### src/rtl/mul_share_pkg.sv
// Shared types and constants for the multiplier-sharing arbiter.
// Imported by the round-robin arbiter and the top-level scheduler.
package mul_share_pkg;

  localparam int DEF_NREQ    = 4;
  localparam int DEF_WIDTH   = 32;
  localparam int DEF_MUL_LAT = 1;

  typedef enum logic [1:0] {
    IDLE = 2'd0,
    BUSY = 2'd1,
    DONE = 2'd2
  } state_t;

  // Index width for n items, never less than one bit so registers stay legal.
  function automatic int idx_bits(input int n);
    int b;
    b = 1;
    while ((1 << b) < n) b++;
    return b;
  endfunction

endpackage

### src/rtl/rr_arbiter.sv
// Combinational round-robin arbiter: first requester at or above ptr wins,
// searching upward and wrapping back to zero.
module rr_arbiter
  import mul_share_pkg::*;
#(
  parameter int NREQ = DEF_NREQ,
  parameter int IW   = idx_bits(NREQ)
) (
  input  logic [NREQ-1:0] req,
  input  logic [IW-1:0]   ptr,
  output logic [NREQ-1:0] grant,
  output logic [IW-1:0]   idx,
  output logic            any
);

  logic [IW-1:0] cand;

  always_comb begin
    // NOTE: every output gets a default before the search; a path that skips an
    // assignment would otherwise infer a latch.
    grant = '0;
    idx   = '0;
    any   = 1'b0;
    cand  = '0;
    // Walk from the farthest candidate back to ptr so the closest one wins last.
    for (int k = NREQ - 1; k >= 0; k--) begin
      cand = IW'((int'(ptr) + k) % NREQ);
      if (req[cand]) begin
        idx = cand;
        any = 1'b1;
      end
    end
    if (any) grant[idx] = 1'b1;
  end

endmodule

### src/rtl/mul_share_arbiter.sv
// Shares one external unsigned multiplier among NREQ requesters, one operation
// in flight, with round-robin accept and a per-requester result handshake.
module mul_share_arbiter
  import mul_share_pkg::*;
#(
  parameter int NREQ    = DEF_NREQ,
  parameter int WIDTH   = DEF_WIDTH,
  parameter int MUL_LAT = DEF_MUL_LAT
) (
  input  logic                  clk,
  input  logic                  rst,
  input  logic [NREQ-1:0]       req_valid,
  output logic [NREQ-1:0]       req_ready,
  input  logic [NREQ*WIDTH-1:0] req_a,
  input  logic [NREQ*WIDTH-1:0] req_b,
  output logic [NREQ-1:0]       rsp_valid,
  input  logic [NREQ-1:0]       rsp_ready,
  output logic [2*WIDTH-1:0]    rsp_result,
  output logic [WIDTH-1:0]      mul_a,
  output logic [WIDTH-1:0]      mul_b,
  input  logic [2*WIDTH-1:0]    mul_result,
  output logic                  busy,
  output logic [31:0]           op_count
);

  localparam int IW = idx_bits(NREQ);
  localparam int CW = idx_bits(MUL_LAT);

  state_t          state, state_nxt;
  logic [IW-1:0]   ptr, gnt;
  logic [CW-1:0]   cnt;
  logic [NREQ-1:0] arb_grant;
  logic [IW-1:0]   arb_idx;
  logic            arb_any;
  logic            accept, consume;

  rr_arbiter #(
    .NREQ (NREQ),
    .IW   (IW)
  ) u_arb (
    .req   (req_valid),
    .ptr   (ptr),
    .grant (arb_grant),
    .idx   (arb_idx),
    .any   (arb_any)
  );

  // NOTE: sequential state uses non-blocking assignments so every register
  // samples pre-edge values, independent of block ordering.
  always_ff @(posedge clk) begin
    if (rst) state <= IDLE;
    else     state <= state_nxt;
  end

  // Handshake strobes are held low while reset is asserted.
  always_comb begin
    state_nxt = state;
    req_ready = '0;
    rsp_valid = '0;
    accept    = 1'b0;
    consume   = 1'b0;
    if (!rst) begin
      unique case (state)
        IDLE: begin
          req_ready = arb_grant;
          if (arb_any) begin
            accept    = 1'b1;
            state_nxt = BUSY;
          end
        end
        BUSY: begin
          if (cnt == '0) state_nxt = DONE;
        end
        DONE: begin
          rsp_valid[gnt] = 1'b1;
          if (rsp_ready[gnt]) begin
            consume   = 1'b1;
            state_nxt = IDLE;
          end
        end
        default: state_nxt = IDLE;
      endcase
    end
  end

  assign busy = (state != IDLE);

  always_ff @(posedge clk) begin
    if (rst) begin
      ptr        <= '0;
      gnt        <= '0;
      cnt        <= '0;
      mul_a      <= '0;
      mul_b      <= '0;
      rsp_result <= '0;
      op_count   <= '0;
    end else begin
      if (accept) begin
        mul_a <= req_a[arb_idx*WIDTH +: WIDTH];
        mul_b <= req_b[arb_idx*WIDTH +: WIDTH];
        gnt   <= arb_idx;
        cnt   <= CW'(MUL_LAT - 1);
        ptr   <= (arb_idx == IW'(NREQ - 1)) ? '0 : arb_idx + IW'(1);
      end
      // Operands stay put through BUSY so the multiplier output settles.
      if (state == BUSY) begin
        if (cnt == '0) rsp_result <= mul_result;
        else           cnt        <= cnt - CW'(1);
      end
      if (consume) op_count <= op_count + 32'd1;
    end
  end

  a_req_onehot : assert property (@(posedge clk) disable iff (rst) $onehot0(req_ready));
  a_rsp_onehot : assert property (@(posedge clk) disable iff (rst) $onehot0(rsp_valid));
  a_no_ready_busy : assert property (@(posedge clk) disable iff (rst) busy |-> (req_ready == '0));

endmodule

### config.mk
export PLATFORM = sky130hd
export DESIGN_NAME = mul_share_arbiter
export DESIGN_NICKNAME = d
export VERILOG_FILES = /design/src/rtl/mul_share_pkg.sv /design/src/rtl/rr_arbiter.sv /design/src/rtl/mul_share_arbiter.sv
export SDC_FILE = /design/constraint.sdc
export NUM_CORES = 1
export LEC_CHECK = 0
export CORE_AREA = 2 2 191 193
export DETAILED_ROUTE_END_ITERATION = 8
export DIE_AREA = 0 0 193 195
export PLACE_DENSITY = 0.54
export SYNTH_ARGS = -nofsm -noshare
export SYNTH_HDL_FRONTEND = slang
export SYNTH_SLANG_ARGS = --single-unit
### constraint.sdc
create_clock -name clk -period 3.66 [get_ports clk]
set_input_delay 1.098 -clock clk [delete_from_list [all_inputs] [get_ports clk]]
set_output_delay 1.098 -clock clk [all_outputs]
set_load 0.02 [all_outputs]
==> impl_metrics.ini <==
[status]
outcome = finished, final reports clean

[routing]
drt_iter0_drc = 329
detail-route-antenna-nets = 0
wl_per_cell_microns = 18.1
drt-pass1-iter-count = 4
wirelength_microns = 32900
dr_total_vias = 7996
route.detailed.drc = 0
detail_route.vias_per_cell = 4.40

[setup_path]
worst_r2r_startpoint = ptr[0]$_SDFFE_PP0P_
critical_path.reg2reg.endpoint = mul_a[2]$_SDFFE_PP0P_
criticalPathCategory = in2out
signal_arrival_time_at_the_worst_endpoint_ns = 2.51
reg2reg_setup_slack_ns = 0.91
worstSetupEndpointType = output port
path_max_fanout = 3
cp-start-kind = input port
worst-r2r-cell-count = 9
critPathRequiredTime_ns = 2.56

[worst_hold_path]
hold_start = rsp_result[27]$_SDFFE_PP0P_
worstHoldEndpoint = rsp_result[27]$_SDFFE_PP0P_
hold_class = reg2reg
min_path_cells = 2

[timing]
drv_slew = 0
worst-slew-pin-transition_ns = 0.995
skew_ns = 0.00784
timing.slew.headroom = 0.336
fin_crit_ns = 3.61
max_clock_freq_mhz = 277
finalSetupViolCount = 0
grt_setup_unrepaired = no
final_cycle_share = 0.985
timing_hold_violations_final = 0
finalWorstSetupSlack_ns = 0.0540

[clock_tree]
tritoncts = done
clk_transition_reported_paths_ns = 0.07
ctsHoldBuffers = 0
cts_num_sinks = 167
clk-insertion-delay-late_ns = 0.44
deepest_clock_path_buffer_count = 2
number_of_h_tree_branching_levels = 4
number_of_buffers_inserted_during_clock_tree_synthesis = 17
cts_root_buffer_type = sky130_fd_sc_hd__clkbuf_16

[cells_and_area]
most-common-layout-cells = sky130_fd_sc_hd__clkdlybuf4s50_1 (489), sky130_fd_sc_hd__nand2_1 (210), sky130_fd_sc_hd__dfxtp_1 (167), sky130_fd_sc_hd__mux2i_1 (129), sky130_fd_sc_hd__a21oi_1 (71)
num-fill-cells = 3596
final-instance-count-excl-fill = 1816
antennaDiodeCount = 0
multiInputGateArea_sq_mm = 0.00410
design.final.nets = 1675
share_of_cells_above_drive_strength_1 = 0.0686
leading_cell_type_in_the_layout_fill_and_taps_excluded = sky130_fd_sc_hd__clkdlybuf4s50_1
final_cell_area_sq_mm = 0.0139
register_area_sq_mm = 0.00334
area_growth_pct = 80.8

[yosys]
syn_nets = 1193
yosysWarningCount = 0
synth_largest_area_cell = sky130_fd_sc_hd__dfxtp_1
ys_seq_area_frac = 0.436
syn_area_sq_mm = 0.00767
yosys.area.top_type_share = 0.436
yosysUniqueCellTypes = 42
synth_area_leaders = sky130_fd_sc_hd__dfxtp_1 (44%), sky130_fd_sc_hd__mux2i_1 (17%), sky130_fd_sc_hd__nand2_1 (10%)
ys_seq_elements = 167
syn-mean-instance-area_sq_um = 8.91
synth_cells = 861

[die]
die_height_microns = 195
rows = 69
initial_core_util = 0.217
placeableCoreArea_sq_mm = 0.0354
ios = 499
dieArea_sq_mm = 0.0376
die_width_microns = 193

[power]
power_frac_clock = 0.313
total_switching_power_mw = 1.94
max_vdd_drop_mv = 0.314
combinationalPowerShare = 0.335
internal_power_mw = 4.16
cellPowerDensity_mw_per_mm2 = 440
power.share.switching = 0.318
power_frac_seq = 0.353
power_leakage_nw = 5.03

[flow_run]
cap_violations = 0

[place]
dp_slack_ns = -0.925
place_congestion = 0.819
number_of_input_and_output_port_buffers_inserted = 498
total_instance_count_after_detailed_placement = 1784
placed_cell_area_sq_mm = 0.0132
dp_hpwl_microns = 24800

[global_route]
first_pass_grt_wire_length_microns = 47000
globalRouteTotalUtil = 0.166
vias_in_the_first_global_route = 7830
gr-total-overflow = 0
grt_antenna_before_repair = 0
maximum_number_of_pins_on_one_net_before_global_route_repair = 87
-- cell type report --
cell class | count | share of cell area
clock buffer | 17 | 0.0307
clock inverter | 14 | 0.0125
inverter | 4 | 0.00108
multi-input combinational | 627 | 0.296
sequential | 167 | 0.241
tap | 461 | 0.0416
timing repair buffer | 526 | 0.377
-- power groups by stage --
stage / clock, mW / combinational (mW) / sequential [mW]
floorplan: 0 / 0.767 / 2.42
global placement: 0 / 2.02 / 2.18
detailed placement: 0 / 2.03 / 2.19
CTS: 1.98 / 2.06 / 2.15
global route: 2.06 / 2.17 / 2.17
finish: 1.91 / 2.04 / 2.15
-- kinds of logic (layout without fill, tap and decap cells) --
group | Yosys count | after routing | synth area share
AND/OR/NAND/NOR | 326 | 326 | 0.191
flip-flops | 167 | 167 | 0.436
XOR/XNOR | 28 | 28 | 0.0320
multiplexers | 130 | 130 | 0.171
AO/OA/AOI/OAI | 141 | 141 | 0.125
buffers and inverters | 67 | 561 | 0.0418
adder cells (fa/ha/maj) | 2 | 2 | 0.00326
-- through the flow --
| step | hold slack (ns) | utilization | setup TNS (ns) | power [mW] |
|---|---|---|---|---|
| 2_1_floorplan | 0.433 | - | 0 | 3.18 |
| 3_3_place_gp | 0.441 | 0.373 | -10.53 | 4.20 |
| 3_5_place_dp | 0.446 | 0.373 | -14.32 | 4.21 |
| 4_1_cts | 0.455 | 0.392 | 0 | 6.19 |
| 5_1_grt | 0.473 | 0.392 | 0 | 6.40 |
| 6_report | 0.455 | 0.392 | 0 | 6.09 |
-- how the worst max path moves through the flow --
stage            startpoint            to  slack [ns]  cells past startpoint
5_1_grt        req_valid[0]  req_ready[2]        0.02                      9
2_1_floorplan  req_valid[2]  req_ready[3]       0.006                      7
6_report       req_valid[3]  req_ready[3]        0.05                      7
3_5_place_dp   req_valid[3]  req_ready[2]       -0.92                      8
4_1_cts        req_valid[2]  req_ready[0]        0.02                      8
3_3_place_gp   req_valid[2]  req_ready[2]       -0.90                      8
-- state kept, by name, indices dropped and copies added, names as in the netlist --
signal,count
mul_b,32
gnt,2
op_count,32
cnt,1
ptr,2
rsp_result,64
mul_a,32
state,2
-- synthesized netlist by cell type --
library cell,instances
sky130_fd_sc_hd__nor3b_1,2
sky130_fd_sc_hd__clkbuf_1,44
sky130_fd_sc_hd__buf_1,1
sky130_fd_sc_hd__nand4_1,7
sky130_fd_sc_hd__nand2_1,211
sky130_fd_sc_hd__nor4_1,8
sky130_fd_sc_hd__buf_4,1
sky130_fd_sc_hd__buf_6,7
sky130_fd_sc_hd__buf_2,10
sky130_fd_sc_hd__nand4_4,1
sky130_fd_sc_hd__o21ai_0,1
sky130_fd_sc_hd__nand3b_1,1
sky130_fd_sc_hd__a21boi_0,1
sky130_fd_sc_hd__inv_1,4
sky130_fd_sc_hd__or4b_1,1
sky130_fd_sc_hd__o221ai_1,64
sky130_fd_sc_hd__nor3b_2,1
sky130_fd_sc_hd__or2_1,2
sky130_fd_sc_hd__a31o_2,1
sky130_fd_sc_hd__nor2_1,43
sky130_fd_sc_hd__nand2_2,1
sky130_fd_sc_hd__xnor2_1,22
sky130_fd_sc_hd__nor4_2,6
sky130_fd_sc_hd__nand3_1,11
sky130_fd_sc_hd__or2_2,1
sky130_fd_sc_hd__mux2i_1,129
sky130_fd_sc_hd__or3b_2,1
sky130_fd_sc_hd__nand2b_1,3
sky130_fd_sc_hd__xor2_1,6
sky130_fd_sc_hd__mux4_2,1
sky130_fd_sc_hd__or4_1,1
sky130_fd_sc_hd__or3_1,1
sky130_fd_sc_hd__nor2b_1,4
sky130_fd_sc_hd__nor3_1,6
sky130_fd_sc_hd__and4_1,4
sky130_fd_sc_hd__and2_1,4
sky130_fd_sc_hd__a211oi_1,1
sky130_fd_sc_hd__and3_1,6
sky130_fd_sc_hd__dfxtp_1,167
sky130_fd_sc_hd__o32a_1,1
sky130_fd_sc_hd__a21oi_1,72
sky130_fd_sc_hd__ha_1,2
-- worst max-delay path: stages --
cell and delay, ns:
sky130_fd_sc_hd__dlygate4sd2_1 0.25, sky130_fd_sc_hd__nor2_1 0.09, sky130_fd_sc_hd__or4b_4 0.57, sky130_fd_sc_hd__nand2_8 0.10, sky130_fd_sc_hd__ha_1 0.14, sky130_fd_sc_hd__and2_4 0.15
sky130_fd_sc_hd__buf_6 0.12
-- metal layers --
layer | up-vias | GRT usage | part of all wire
met1 | 3663 | 0.196 | 0.41
met2 | 287 | 0.283 | 0.49
met4 | 0 | 0.0550 | 0.023
met3 | 42 | 0.0525 | 0.074
met5 | - | 0 | 0
li1 | 4004 | - | -
-- what timing repair did --
item | in CTS | in global routing
buffers inserted | 1 | 0
endpoints found under the hold margin | 0 | 0
setup endpoints to repair | 4 | 3
gates resized for setup | 41 | 8
pin swaps | 4 | 5
(Power assumes the default switching activity.)
